File: src/rtl/chess_board_mem_if.sv
// Command channel of the chess board memory: request/ready handshake plus status.
interface chess_board_mem_if;
    logic       cmd_valid;
    logic       cmd_ready;
    logic [1:0] cmd_op;
    logic [5:0] cmd_src;
    logic [5:0] cmd_dst;
    logic [3:0] cmd_color;
    logic       busy;
    logic       done;

    modport master (
        output cmd_valid, cmd_op, cmd_src, cmd_dst, cmd_color,
        input  cmd_ready, busy, done
    );

    modport slave (
        input  cmd_valid, cmd_op, cmd_src, cmd_dst, cmd_color,
        output cmd_ready, busy, done
    );
endinterface

File: src/rtl/chess_board_mem.sv
// 64-square chess board store read by the VGA scanner and edited by a command FSM.
// Define CHESS_LAST_MOVE_HL_EN to paint the most recent move's squares green.
module chess_board_mem (
    input  logic             iVGA_CLK,
    input  logic             iRST_n,
    input  logic [11:0]      chess_address,
    output logic [31:0]      chess_data,
    chess_board_mem_if.slave cmd
);
    localparam logic [1:0] OP_MOVE  = 2'd0;
    localparam logic [1:0] OP_HL    = 2'd1;
    localparam logic [1:0] OP_CLR   = 2'd2;
    localparam logic [3:0] COL_BLACK = 4'b1000;
    localparam logic [3:0] COL_WHITE = 4'b0100;
    localparam logic [3:0] COL_GREEN = 4'b0001;

`ifdef CHESS_LAST_MOVE_HL_EN
    typedef enum logic [2:0] {IDLE, INIT, CLR, MV_DST, MV_SRC, HL, MV_UNHL, MV_HL} state_t;
`else
    typedef enum logic [2:0] {IDLE, INIT, CLR, MV_DST, MV_SRC, HL} state_t;
`endif

    // Squares with even row+col are dark; row[0]==col[0] is the same test.
    function automatic logic [3:0] baseColor(input logic [5:0] sq);
        return (sq[3] ^ sq[0]) ? COL_WHITE : COL_BLACK;
    endfunction

    function automatic logic [3:0] startPiece(input logic [5:0] sq);
        logic [2:0] kind;
        case (sq[2:0])
            3'd0, 3'd7: kind = 3'd5;
            3'd1, 3'd6: kind = 3'd1;
            3'd2, 3'd5: kind = 3'd4;
            3'd3:       kind = 3'd3;
            default:    kind = 3'd2;
        endcase
        case (sq[5:3])
            3'd0:    return {kind, 1'b0};
            3'd1:    return {3'd6, 1'b0};
            3'd6:    return {3'd6, 1'b1};
            3'd7:    return {kind, 1'b1};
            default: return 4'd0;
        endcase
    endfunction

    state_t     state_reg, state_next;
    logic [5:0] cnt_reg, cnt_next;
    logic [5:0] opSrc_reg, opSrc_next;
    logic [5:0] opDst_reg, opDst_next;
    logic [3:0] opColor_reg, opColor_next;
    logic       samePos_reg, samePos_next;
    logic       initCmd_reg, initCmd_next;
    logic [3:0] movePiece_reg;
`ifdef CHESS_LAST_MOVE_HL_EN
    logic [5:0] lastSrc_reg, lastSrc_next;
    logic [5:0] lastDst_reg, lastDst_next;
    logic       lastValid_reg, lastValid_next;
`endif

    logic       readyC, busyC, doneC;
    logic       accept;
    logic       hlOk;
    logic       pieceWe;
    logic [5:0] pieceWrAddr;
    logic [3:0] pieceWrData;
    logic       colorWeA, colorWeB;
    logic [5:0] colorAddrA, colorAddrB;
    logic [3:0] colorDataA, colorDataB;

    // Piece nibbles live in a single-write-port array; colours in per-square
    // registers because last-move painting touches two squares in one cycle.
    logic [3:0] pieceMem [0:63];
    logic [3:0] sqColor [64];

    assign accept = cmd.cmd_valid && (state_reg == IDLE);
    assign hlOk   = (opColor_reg != 4'd0) && ((opColor_reg & (opColor_reg - 4'd1)) == 4'd0);

    always_ff @(posedge iVGA_CLK) begin
        if (pieceWe)
            pieceMem[pieceWrAddr] <= pieceWrData;
    end

    // Source piece is taken at accept so later input changes cannot affect the move.
    always_ff @(posedge iVGA_CLK) begin
        if (accept)
            movePiece_reg <= pieceMem[cmd.cmd_src];
    end

    generate
        for (genvar gi = 0; gi < 64; gi++) begin : g_sq
            logic [3:0] color_reg;
            always_ff @(posedge iVGA_CLK) begin
                if (colorWeA && (colorAddrA == 6'(gi)))
                    color_reg <= colorDataA;
                else if (colorWeB && (colorAddrB == 6'(gi)))
                    color_reg <= colorDataB;
            end
            assign sqColor[gi] = color_reg;
        end
    endgenerate

    always_ff @(posedge iVGA_CLK or negedge iRST_n) begin
        if (!iRST_n)
            chess_data <= 32'd0;
        else if (chess_address[11:6] != 6'd0)
            chess_data <= 32'd0;
        else
            chess_data <= {24'd0, sqColor[chess_address[5:0]], pieceMem[chess_address[5:0]]};
    end

    always_ff @(posedge iVGA_CLK or negedge iRST_n) begin
        if (!iRST_n) begin
            state_reg     <= INIT;
            cnt_reg       <= 6'd0;
            opSrc_reg     <= 6'd0;
            opDst_reg     <= 6'd0;
            opColor_reg   <= 4'd0;
            samePos_reg   <= 1'b0;
            initCmd_reg   <= 1'b0;
`ifdef CHESS_LAST_MOVE_HL_EN
            lastSrc_reg   <= 6'd0;
            lastDst_reg   <= 6'd0;
            lastValid_reg <= 1'b0;
`endif
        end else begin
            state_reg     <= state_next;
            cnt_reg       <= cnt_next;
            opSrc_reg     <= opSrc_next;
            opDst_reg     <= opDst_next;
            opColor_reg   <= opColor_next;
            samePos_reg   <= samePos_next;
            initCmd_reg   <= initCmd_next;
`ifdef CHESS_LAST_MOVE_HL_EN
            lastSrc_reg   <= lastSrc_next;
            lastDst_reg   <= lastDst_next;
            lastValid_reg <= lastValid_next;
`endif
        end
    end

    always_comb begin
        state_next     = state_reg;
        cnt_next       = cnt_reg;
        opSrc_next     = opSrc_reg;
        opDst_next     = opDst_reg;
        opColor_next   = opColor_reg;
        samePos_next   = samePos_reg;
        initCmd_next   = initCmd_reg;
`ifdef CHESS_LAST_MOVE_HL_EN
        lastSrc_next   = lastSrc_reg;
        lastDst_next   = lastDst_reg;
        lastValid_next = lastValid_reg;
`endif
        readyC      = 1'b0;
        busyC       = 1'b1;
        doneC       = 1'b0;
        pieceWe     = 1'b0;
        pieceWrAddr = cnt_reg;
        pieceWrData = 4'd0;
        colorWeA    = 1'b0;
        colorAddrA  = cnt_reg;
        colorDataA  = baseColor(cnt_reg);
        colorWeB    = 1'b0;
        colorAddrB  = 6'd0;
        colorDataB  = 4'd0;

        case (state_reg)
            IDLE: begin
                readyC = 1'b1;
                busyC  = 1'b0;
                if (cmd.cmd_valid) begin
                    opSrc_next   = cmd.cmd_src;
                    opDst_next   = cmd.cmd_dst;
                    opColor_next = cmd.cmd_color;
                    samePos_next = (cmd.cmd_src == cmd.cmd_dst);
                    cnt_next     = 6'd0;
                    case (cmd.cmd_op)
`ifdef CHESS_LAST_MOVE_HL_EN
                        OP_MOVE: state_next = lastValid_reg ? MV_UNHL : MV_DST;
`else
                        OP_MOVE: state_next = MV_DST;
`endif
                        OP_HL:   state_next = HL;
                        OP_CLR:  state_next = CLR;
                        default: begin
                            state_next   = INIT;
                            initCmd_next = 1'b1;
                        end
                    endcase
                end
            end
            INIT, CLR: begin
                colorWeA = 1'b1;
                if (state_reg == INIT) begin
                    pieceWe     = 1'b1;
                    pieceWrData = startPiece(cnt_reg);
                end
                if (cnt_reg == 6'd63) begin
                    state_next   = IDLE;
                    cnt_next     = 6'd0;
                    // The power-up sweep is not a command, so it stays silent.
                    doneC        = (state_reg == CLR) || initCmd_reg;
                    initCmd_next = 1'b0;
`ifdef CHESS_LAST_MOVE_HL_EN
                    lastValid_next = 1'b0;
`endif
                end else begin
                    cnt_next = cnt_reg + 6'd1;
                end
            end
`ifdef CHESS_LAST_MOVE_HL_EN
            MV_UNHL: begin
                colorWeA   = !samePos_reg;
                colorAddrA = lastSrc_reg;
                colorDataA = baseColor(lastSrc_reg);
                colorWeB   = !samePos_reg;
                colorAddrB = lastDst_reg;
                colorDataB = baseColor(lastDst_reg);
                state_next = MV_DST;
            end
`endif
            MV_DST: begin
                pieceWe     = !samePos_reg;
                pieceWrAddr = opDst_reg;
                pieceWrData = movePiece_reg;
                state_next  = MV_SRC;
            end
            MV_SRC: begin
                pieceWe     = !samePos_reg;
                pieceWrAddr = opSrc_reg;
                pieceWrData = 4'd0;
`ifdef CHESS_LAST_MOVE_HL_EN
                state_next  = MV_HL;
`else
                state_next  = IDLE;
                doneC       = 1'b1;
`endif
            end
`ifdef CHESS_LAST_MOVE_HL_EN
            MV_HL: begin
                colorWeA   = !samePos_reg;
                colorAddrA = opSrc_reg;
                colorDataA = COL_GREEN;
                colorWeB   = !samePos_reg;
                colorAddrB = opDst_reg;
                colorDataB = COL_GREEN;
                if (!samePos_reg) begin
                    lastSrc_next   = opSrc_reg;
                    lastDst_next   = opDst_reg;
                    lastValid_next = 1'b1;
                end
                state_next = IDLE;
                doneC      = 1'b1;
            end
`endif
            HL: begin
                colorWeA   = hlOk;
                colorAddrA = opSrc_reg;
                colorDataA = opColor_reg;
                state_next = IDLE;
                doneC      = 1'b1;
            end
            default: begin
                state_next = IDLE;
            end
        endcase
    end

    assign cmd.cmd_ready = readyC;
    assign cmd.busy      = busyC;
    assign cmd.done      = doneC;
endmodule

File: src/flat_wrapper.sv
// flat-port wrapper written by rule: the top's interface ports become plain ports
module chess_board_mem_flat 
  (iVGA_CLK, iRST_n, chess_address, chess_data, cmd_cmd_valid, cmd_cmd_op, cmd_cmd_src, cmd_cmd_dst, cmd_cmd_color, cmd_cmd_ready, cmd_busy, cmd_done);
  chess_board_mem_if cmd_i ();
  input  logic iVGA_CLK;
  input  logic iRST_n;
  input  logic [11:0] chess_address;
  output logic [31:0] chess_data;
  input wire logic [$bits(cmd_i.cmd_valid)-1:0] cmd_cmd_valid;
  input wire logic [$bits(cmd_i.cmd_op)-1:0] cmd_cmd_op;
  input wire logic [$bits(cmd_i.cmd_src)-1:0] cmd_cmd_src;
  input wire logic [$bits(cmd_i.cmd_dst)-1:0] cmd_cmd_dst;
  input wire logic [$bits(cmd_i.cmd_color)-1:0] cmd_cmd_color;
  output wire logic [$bits(cmd_i.cmd_ready)-1:0] cmd_cmd_ready;
  output wire logic [$bits(cmd_i.busy)-1:0] cmd_busy;
  output wire logic [$bits(cmd_i.done)-1:0] cmd_done;
  assign cmd_i.cmd_valid = cmd_cmd_valid;
  assign cmd_i.cmd_op = cmd_cmd_op;
  assign cmd_i.cmd_src = cmd_cmd_src;
  assign cmd_i.cmd_dst = cmd_cmd_dst;
  assign cmd_i.cmd_color = cmd_cmd_color;
  assign cmd_cmd_ready = cmd_i.cmd_ready;
  assign cmd_busy = cmd_i.busy;
  assign cmd_done = cmd_i.done;
  chess_board_mem u_core (.iVGA_CLK(iVGA_CLK), .iRST_n(iRST_n), .chess_address(chess_address), .chess_data(chess_data), .cmd(cmd_i));
endmodule
File: config.mk
export PLATFORM = sky130hd
export DESIGN_NAME = chess_board_mem_flat
export DESIGN_NICKNAME = d
export VERILOG_FILES = /design/src/rtl/chess_board_mem_if.sv /design/src/rtl/chess_board_mem.sv /design/src/flat_wrapper.sv
export SDC_FILE = /design/constraint.sdc
export NUM_CORES = 1
export LEC_CHECK = 0
export BUFFER_PORTS_ARGS = -buffer_cell sky130_fd_sc_hd__buf_2
export CORE_MARGIN = 5
export CORE_UTILIZATION = 57
export CTS_CLUSTER_SIZE = 12
export DETAILED_ROUTE_END_ITERATION = 10
export HOLD_SLACK_MARGIN = 0.03
export PLACE_DENSITY = 0.75
export SYNTH_ARGS = -nofsm -noshare
export SYNTH_HDL_FRONTEND = slang
export SYNTH_SLANG_ARGS = --single-unit
File: constraint.sdc
create_clock -name iVGA_CLK -period 7.4 [get_ports iVGA_CLK]
set_input_delay 1.48 -clock iVGA_CLK [delete_from_list [all_inputs] [get_ports iVGA_CLK]]
set_output_delay 1.48 -clock iVGA_CLK [all_outputs]
set_load 0.03 [all_outputs]
# Word level (Yosys, flattened, before mapping)
# Memory sizes are Yosys's and may differ from the RTL's. A register that Yosys moved wholly into a read port is not among the register bits.
# Cells that the tools add are included.
# Widths: inputs -> output; s select.
[totals] ff_bits=291 ramBits=256 input_bits=33 out_inout_bits=35 elab_cells=283 mem_count=1
[mem_list] memory="u_core.pieceMem" words=64 width=4 rd=2 rd_clocked_by_memory_dff=1 write_ports=1 line="chess_board_mem.sv:72" rtl="logic [3:0] pieceMem [0:63];"
[op_classes] add_sub_neg=2 order_cmp=1 n_eq_ne=84 mux=32 bitwise_logic=3 reduce_logical=88
[op_table] cell="$eq 6x6->1 const B" n=33
[op_table] cell="$eq 6x5->1 const B" n=16
[op_table] cell="$logic_and 1x1->1" n=66
[op_table] cell="$eq 6x4->1 const B" n=8
[op_table] cell="$bmux 4 s6" n=1
[op_table] cell="$eq 6x3->1 const B" n=4
[op_table] cell="$pmux 6 s2" n=2
[op_table] cell="$eq 3x3->1 const B" n=7
[op_table] cell="$mux 4" n=5
[op_table] cell="$mux 6" n=3
[op_table] cell="$pmux 3 s3" n=2
[op_table] cell="$pmux 4 s4" n=1
[op_table] cell="$eq 3x2->1 const B" n=4
[op_table] cell="$eq 6x2->1 const B" n=2
[op_table] cell="$pmux 3 s4" n=1
[op_table] cell="$reduce_or 2->1" n=6
[op_table] cell="$eq 3x1->1 const B" n=3
[op_table] cell="$logic_not 3->1" n=3
[op_table] cell="$mux 1" n=9
[op_table] cell="$mux 8" n=1
[op_table] cell="$pmux 1 s2" n=4
[op_table] cell="$pmux 4 s2" n=1
[op_table] cell="$ge 7x7->1 const B" n=1
[op_table] cell="$not 6->7" n=1
[op_table] cell="22 further kinds" n=26

# Depth between registers and ports, before layout
# Gate-level depths: netlist (run 1).
[depth] ltp_word=6 depth_mapped=9 ltp_nobuf=7

# Least setup slack after synthesis (run 1)
# OpenSTA, ideal clock, no wires.
[synth_timing] path_kind="reg2reg" from="register u_core.state_reg[0]" to="register u_core.g_sq[0].color_reg[2], data pin" setup_ns=0.724 arrival_time_ns=3.770 required_time_ns=6.676 setup_slack_ns=2.906 path_stages_with_launch=6 path_buffers=2 synth_period_minus_slack_ns=4.494 path_cell_list="dfstp_2 -> buf_4 -> buf_2 -> nand3b_1 -> nand2_1 -> a21boi_0"
[synth_between] elab_chain_cells=2
[synth_rtl] item="start, declared" line="chess_board_mem.sv:46" rtl="state_t state_reg, state_next;"
[synth_rtl] item="start signal, assigned" line="chess_board_mem.sv:126" rtl="state_reg <= state_next;"
[synth_rtl] item="$eq 3x3->1" line="chess_board_mem.sv:167" rtl="case (state_reg)"
[synth_rtl] item="$mux 4" line="chess_board_mem.sv:167"
[synth_rtl] item="via u_core.colorDataA[2]" line="chess_board_mem.sv:68" rtl="logic [3:0] colorDataA, colorDataB;"
[synth_rtl] item="end signal, assigned" line="chess_board_mem.sv:94" rtl="color_reg <= colorDataA;"
[synth_rtl] item="end signal, assigned" line="chess_board_mem.sv:96" rtl="color_reg <= colorDataB;"
[synth_rtl] item="end, declared" line="chess_board_mem.sv:91" rtl="logic [3:0] color_reg;"
# The timed path passes the listed nets, and every way through them passes these cells.
# A chain may end at the register's enable or synchronous reset.

# Final worst setup path (run 1)
[layout_timing] from="register u_core.cnt_reg[0]" to="output cmd_done"
[layout_between] elab_chain_cells=3
[layout_rtl] item="start, declared" line="chess_board_mem.sv:47" rtl="logic [5:0] cnt_reg, cnt_next;"
[layout_rtl] item="start signal, assigned" line="chess_board_mem.sv:127" rtl="cnt_reg <= cnt_next;"
[layout_rtl] item="$eq 6x6->1" line="chess_board_mem.sv:198" rtl="if (cnt_reg == 6'd63) begin"
[layout_rtl] item="$mux 1" line="chess_board_mem.sv:198"
[layout_rtl] item="$pmux 1 s2" line="chess_board_mem.sv:167"
[layout_rtl] item="end, declared" line="flat_wrapper.sv:16" rtl="output wire logic [$bits(cmd_i.done)-1:0] cmd_done;"
# Every way passes these cells.

==> results of run 1 <==
[cell usage in the layout (no fill, tap or decap), types with 7 or more instances in the layout]
master and count:
sky130_fd_sc_hd__o31ai_1 7, sky130_fd_sc_hd__a221oi_1 13, sky130_fd_sc_hd__nand2b_1 9, sky130_fd_sc_hd__o221ai_1 9, sky130_fd_sc_hd__o22ai_1 9, sky130_fd_sc_hd__nand3b_1 7
sky130_fd_sc_hd__nand4_1 8, sky130_fd_sc_hd__mux2_2 15, sky130_fd_sc_hd__nor2_1 170, sky130_fd_sc_hd__nor2b_1 14, sky130_fd_sc_hd__o211ai_1 7, sky130_fd_sc_hd__clkbuf_16 55
sky130_fd_sc_hd__clkbuf_1 24, sky130_fd_sc_hd__o21ai_0 20, sky130_fd_sc_hd__nand3_1 29, sky130_fd_sc_hd__edfxtp_1 516, sky130_fd_sc_hd__nor3b_1 10, sky130_fd_sc_hd__mux2i_1 80
sky130_fd_sc_hd__a22oi_1 17, sky130_fd_sc_hd__inv_1 9, sky130_fd_sc_hd__buf_2 39, sky130_fd_sc_hd__conb_1 24, sky130_fd_sc_hd__dfrtp_1 34, sky130_fd_sc_hd__nor3_1 7
sky130_fd_sc_hd__nand2_1 113, sky130_fd_sc_hd__buf_4 17, sky130_fd_sc_hd__mux4_2 173, sky130_fd_sc_hd__a31oi_1 10, sky130_fd_sc_hd__a21oi_1 16
[cells by family after synthesis]
group	Yosys count	share of synthesized area, %
DFF	551	65.1
and+or+nand+nor	401	7.20
muxes	268	19.3
AOI/OAI and AO/OA	158	4.68
buffers and inverters	128	3.06
xor gates and xnor gates	10	0.348
adders and majority gates	5	0.249
other	1	0.0149
[path summary, 6_finish.rpt]
path                                           to  cells after the start                start  slack (ns)
hold reg to reg               u_core.opDst_reg[1]                      2  u_core.opDst_reg[1]        0.48
min in group asynchronous   u_core.opColor_reg[1]                      1               iRST_n        1.03
setup / recovery                         cmd_done                      6    u_core.cnt_reg[0]        3.29
setup reg to reg           u_core.pieceMem[49][3]                      5  u_core.state_reg[1]        3.76
max in group asynchronous    u_core.chess_data[4]                      1               iRST_n        5.76
hold / removal                u_core.opDst_reg[1]                      2  u_core.opDst_reg[1]        0.48
[metal layers]
| metal | share of wire [%] | wire length (um) | track usage (%) |
|---|---|---|---|
| met1 | 39 | 23700 | 36.7 |
| met3 | 12 | 7580 | 8.37 |
| met5 | 0 | 0 | 0 |
| met2 | 46 | 28100 | 37.7 |
| met4 | 2.9 | 1790 | 8.18 |
[area by class of cell]
| cell class | count | area, um2 |
|---|---|---|
| clock inverters | 12 | 80.1 |
| clock buffers | 85 | 1550 |
| multi-input cells | 866 | 8150 |
| well taps | 592 | 741 |
| repair buffers | 58 | 345 |
| fillers | 3138 | 16700 |
| flip-flops and latches | 551 | 16400 |
| inverters | 10 | 37.5 |
[cells in the mapped netlist (7+ instances only)]
cell type / instances
sky130_fd_sc_hd__nand3b_1: 7
sky130_fd_sc_hd__o221ai_1: 9
sky130_fd_sc_hd__nand3_1: 29
sky130_fd_sc_hd__edfxtp_1: 516
sky130_fd_sc_hd__nor2b_1: 14
sky130_fd_sc_hd__o21ai_0: 20
sky130_fd_sc_hd__nor3_1: 7
sky130_fd_sc_hd__nand2b_1: 9
sky130_fd_sc_hd__mux4_2: 173
sky130_fd_sc_hd__o22ai_1: 9
sky130_fd_sc_hd__o31ai_1: 7
sky130_fd_sc_hd__a221oi_1: 13
sky130_fd_sc_hd__nor3b_1: 10
sky130_fd_sc_hd__buf_6: 14
sky130_fd_sc_hd__buf_2: 32
sky130_fd_sc_hd__inv_1: 9
sky130_fd_sc_hd__a21oi_1: 18
sky130_fd_sc_hd__nand2_1: 114
sky130_fd_sc_hd__mux2i_1: 80
sky130_fd_sc_hd__a22oi_1: 17
sky130_fd_sc_hd__a31oi_1: 10
sky130_fd_sc_hd__nor2_1: 172
sky130_fd_sc_hd__dfrtp_1: 34
sky130_fd_sc_hd__clkbuf_1: 29
sky130_fd_sc_hd__buf_4: 38
sky130_fd_sc_hd__nand4_1: 8
sky130_fd_sc_hd__mux2_2: 15
sky130_fd_sc_hd__o211ai_1: 7
[critical path, stage by stage (launching register included)]
cell,delay [ns]
sky130_fd_sc_hd__dfrtp_1,0.62
sky130_fd_sc_hd__ha_1,0.32
sky130_fd_sc_hd__nand3_1,0.11
sky130_fd_sc_hd__or2_2,0.31
sky130_fd_sc_hd__or3_1,0.30
sky130_fd_sc_hd__a21oi_1,0.14
sky130_fd_sc_hd__buf_2,0.22
[power by group through the flow]
stage | logic, mW | clock network (mW) | registers (mW)
finish | 1.75 | 2.56 | 4.18
global route | 1.87 | 2.73 | 4.20
CTS | 1.73 | 2.59 | 4.17
detailed placement | 1.73 | 0 | 4.24
global placement | 1.67 | 0 | 4.22
floorplan | 1.19 | 0 | 4.16
[stage by stage]
stage | cells | utilization [%]
floorplan | 1545 | -
global placement | 2077 | 58.4
detailed placement | 2077 | 58.4
CTS | 2174 | 62.1
global route | 2174 | 62.1
finish | 2174 | 62.1
==> qor.csv, run 1 <==
metric;value;unit
outcome;completed;
rsz0062_at_grt;no;
wl_per_cell;28.1;um
globalRouteTotalUtil;25.5;%
power.share.switching;30.5;%
power_report.internal_total;5.90;mW
power-per-cell-area;311;nW/um2
flop_and_latch_count_out_of_synthesis;551;
synth_top_area_share;61.6;%
numClockSinks;551;
wirelength;61.1;mm
synth.yosys.seq_area_share;65.1;%
finish.net_count;1580;
largest_vdd_supply_drop;0.000433;V
synth-main-ff-cell;sky130_fd_sc_hd__edfxtp_1;
ctsHoldBuffers;0;
largest_net_degree_at_the_start_of_global_routing;78;
syn_avg_cell_area;16.5;um2
grt-ovfl-total;0;
port_buffer_cells;43;
clock_insertion_delay_at_the_later_pin_of_the_skew_report;0.61;ns
via_count;14600;
max_cap_viols;0;
syn_inst;1522;
n_antenna_cell;0;
final-hold-violation-count;0;
first_global_vias;14400;
core_area;43900;um2
worst_setup_path_start_kind;flip-flop;
detail_route.first_pass.iterations;6;
max_freq;243;MHz
share_comb_of_total_power;20.6;%
floorplan.rows;77;
maxSlewViolCount;0;
die_area;48400;um2
grt_antenna_before_repair;0;
layout.cell_area.non_filler;27300;um2
synth_cell_type_count;70;
finalCriticalPeriod;4.11;ns
clkSlewWorstSetupHoldPaths;0.06;ns
yosysTopAreaCell;sky130_fd_sc_hd__edfxtp_1;
vias_per_cell;6.71;
io_pins;68;
cp.required;5.92;ns
final.period_utilization;55.6;%
setup_viol_count_final;0;
ys_async_sr_fraction;6.35;%
htree_levels;2;
worstMarginPinSlew;1.25;ns
starting_density_of_the_core;57.2;%
synth_area;25100;um2
tritoncts;done;
detailed_place_hpwl;39.9;mm
power_frac_clock;30.2;%
finalPower;8.49;mW
wire_length_of_the_first_global_routing_pass;90.9;mm
post_cts_resized;0;
synth.area.top_cells;sky130_fd_sc_hd__edfxtp_1 62%, sky130_fd_sc_hd__mux4_2 15%, sky130_fd_sc_hd__dfrtp_1 3.4%, sky130_fd_sc_hd__mux2i_1 3.2%, sky130_fd_sc_hd__nor2_1 2.6%;
finalHoldWorstSlack;0.485;ns
drt_first_iter_violations;1705;
numCtsBuffers;55;
cts_max_path_buffers;3;
post_cts.repair.setup_buffers;0;
synthesis.yosys.warnings;0;
critical_path.max_fanout;11;
timing.critical_path.arrival;2.63;ns
worstSetupEndpointType;primary output;
final_critical_path_setup_slack;3.29;ns
normalized_max_slew_margin;16.5;%
fin_worst_skew;0.0170;ns
syn_to_final_growth;8.44;%
postRouteAntennaNets;0;
synth_enable_flop_cells;516;
route.detailed.drc;0;
clock_tree.root_cell;sky130_fd_sc_hd__clkbuf_16;
die_y;220;um
place.gp.congestion;0.918;
die_width;220;um
cellLeakagePower;8.81;nW
worst-setup-path-type;reg -> out;
share_of_final_layout_standard_cells_stronger_than_drive_strength_1;22.1;%
hp-class;reg -> reg;
sequential_power_share;49.2;%
dpl_cell_area;25600;um2
pre_cts_ws;3.14;ns
netSwitchingPower;2.59;mW
tns;0;ns
Power figures use the tool's default switching activity.
==> run 2, diff against run 1 <==
- clock period: 7.4 -> 4.17 ns (I/O delays scaled with it)
==> run 2 against run 1 <==
  * Wire length down 0.30%
  * Worst setup slack worse by 2.6 ns
  * Global-route usage up 0.14 points
  * Worst hold slack worse by 0.099 ns
==> qor.csv, run 2 (synthesis gave the netlist of run 1 again) <==
metric;value;unit;change
outcome;completed;;
post_cts.repair.setup_buffers;0;;unchanged
drt_first_iter_violations;2059;;+21%
n_antenna_cell;0;;unchanged
place.gp.congestion;0.885;;-3.7%
wire_length_of_the_first_global_routing_pass;92.6;mm;+1.9%
dp_cells;2095;;+0.87%
fillCellCount;3082;;-1.8%
worstSetupEndpointType;primary output;;
wirelength;60.9;mm;-0.30%
power-per-cell-area;553;nW/um2;+78%
final_critical_path_setup_slack;0.665;ns;-2.62 ns
numClockSinks;551;;unchanged
layout.cells.most_common_list;516 x sky130_fd_sc_hd__edfxtp_1, 173 x sky130_fd_sc_hd__mux4_2, 170 x sky130_fd_sc_hd__nor2_1;;
largest_net_degree_at_the_start_of_global_routing;65;;-17%
clock_insertion_delay_at_the_later_pin_of_the_skew_report;0.59;ns;-0.02 ns
final_common_cell;sky130_fd_sc_hd__edfxtp_1;;
die_width;220;um;unchanged
critical_path.max_fanout;11;;unchanged
ctsHoldBuffers;0;;unchanged
numCtsBuffers;54;;-1.8%
share_of_final_layout_standard_cells_stronger_than_drive_strength_1;22.9;%;+0.76 points
netSwitchingPower;4.58;mW;+77%
cts_max_path_buffers;3;;unchanged
timing.critical_path.arrival;2.67;ns;+0.04 ns
hp-class;in -> async;;
route.detailed.drc;0;;unchanged
setup_viol_count_final;0;;unchanged
power_frac_clock;30.6;%;+0.4 points
tns;0;ns;unchanged
core_area;43900;um2;unchanged
dpl_cell_area;25800;um2;+0.72%
max_freq;285;MHz;
rsz0062_at_grt;no;;
pre_cts_ws;0.816;ns;-2.33 ns
wl_per_cell;27.7;um;-1.3%
grt-ovfl-total;0;;unchanged
max_cap_viols;0;;unchanged
final-hold-violation-count;0;;unchanged
worst-setup-path-type;reg -> out;;
layout.cell_area.non_filler;27500;um2;+0.88%
worstMarginPinSlew;1.18;ns;-0.0667 ns
normalized_max_slew_margin;21.3;%;+4.7 points
sequential_power_share;48.5;%;-0.7 points
starting_density_of_the_core;57.2;%;unchanged
finalCriticalPeriod;3.51;ns;
crit-reg2reg-launch;u_core.state_reg[1];;
floorplan.rows;77;;unchanged
final.period_utilization;84.1;%;
maxSlewViolCount;0;;unchanged
syn_to_final_growth;9.39;%;
final_cells;2196;;+1.0%
io_pins;68;;unchanged
vias_per_cell;6.67;;-0.55%
die_y;220;um;unchanged
share_comb_of_total_power;20.9;%;+0.3 points
largest_vdd_supply_drop;0.000863;V;+99%
cp-startpoint;u_core.cnt_reg[0];;
first_global_vias;14700;;+2.4%
finish.net_count;1597;;+1.1%
power_report.internal_total;10.6;mW;+80%
tritoncts;done;;
postRouteAntennaNets;0;;unchanged
globalRouteTotalUtil;25.7;%;+0.14 points
clkSlewWorstSetupHoldPaths;0.06;ns;about the same
detail_route.first_pass.iterations;5;;-1
cellLeakagePower;8.94;nW;+1.4%
via_count;14600;;+0.45%
htree_levels;2;;unchanged
power.share.switching;30.1;%;-0.42 points
detailed_place_hpwl;40.4;mm;+1.2%
die_area;48400;um2;unchanged
worst_setup_path_start_kind;flip-flop;;
clock_tree.root_cell;sky130_fd_sc_hd__clkbuf_16;;
grt_antenna_before_repair;1;;+1
post_cts_resized;0;;unchanged
port_buffer_cells;43;;unchanged
cp.required;3.34;ns;-2.58 ns
fin_worst_skew;0.0151;ns;-0.00194 ns
==> run 2: cell count changes in the layout (fill, tap and decap cells not counted) <==
cell | previous run | this run
sky130_fd_sc_hd__buf_12 | 0 | 4
sky130_fd_sc_hd__clkbuf_1 | 24 | 33
sky130_fd_sc_hd__buf_4 | 17 | 31
sky130_fd_sc_hd__clkinv_2 | 5 | 2
sky130_fd_sc_hd__clkinv_1 | 4 | 0
sky130_fd_sc_hd__clkbuf_8 | 6 | 8
sky130_fd_sc_hd__clkinvlp_4 | 1 | 0
sky130_fd_sc_hd__bufinv_16 | 0 | 1
==> run 2: area by class of cell <==
type,count,area (um2),share of cell area [%]
multi-input cells,866,8150,29.6
clock buffers,96,1610,5.85
repair buffers,76,531,1.93
inverters,10,37.5,0.136
well taps,592,741,2.69
flip-flops and latches,551,16400,59.5
clock inverters,5,72.6,0.264
==> run 2: worst paths after layout <==
path / endpoint / slack (ns) / depth (start not counted)
setup / recovery: cmd_done / 0.66 / 6
hold / removal: u_core.opColor_reg[0] / 0.39 / 1
setup reg to reg: u_core.pieceMem[57][1] / 0.71 / 5
hold reg to reg: u_core.opDst_reg[0] / 0.48 / 2
max in group asynchronous: u_core.chess_data[3] / 3.18 / 1
min in group iVGA_CLK: u_core.opColor_reg[0] / 0.44 / 3
==> run 2: critical path, cell delays in order (launching register included) <==
cell and delay, ns:
sky130_fd_sc_hd__dfrtp_1 0.62, sky130_fd_sc_hd__ha_1 0.33, sky130_fd_sc_hd__nand3_1 0.12, sky130_fd_sc_hd__or2_2 0.31
sky130_fd_sc_hd__or3_1 0.31, sky130_fd_sc_hd__a21oi_1 0.17, sky130_fd_sc_hd__buf_2 0.23
==> run 2: metal layers <==
| metal | wire, um | vias up | share of wire, % | track usage [%] |
|---|---|---|---|---|
| met5 | 13 | - | 0.021 | 0 |
| met4 | 1730 | 2 | 2.8 | 7.53 |
| met3 | 6520 | 141 | 11 | 5.44 |
| met2 | 28500 | 929 | 47 | 39.1 |
| met1 | 24100 | 7476 | 40 | 38.2 |
| li1 | - | 6098 | - | - |
==> run 2: power groups by stage <==
stage | clock, mW | combinational (mW) | sequential, mW
floorplan | 0 | 2.11 | 7.37
global placement | 0 | 3.02 | 7.47
CTS | 4.69 | 3.13 | 7.37
detailed placement | 0 | 3.12 | 7.48
finish | 4.65 | 3.18 | 7.38
global route | 4.96 | 3.41 | 7.42
==> run 2: per-stage QoR <==
step	hold WS (ns)	util (%)	total power [mW]
final	0.386	62.6	15.2
after global routing	0.457	62.6	15.8
after CTS	0.420	62.6	15.2
after detailed placement	0.476	58.8	10.6
after global placement	0.472	58.8	10.5
after floorplan	0.447	-	9.48
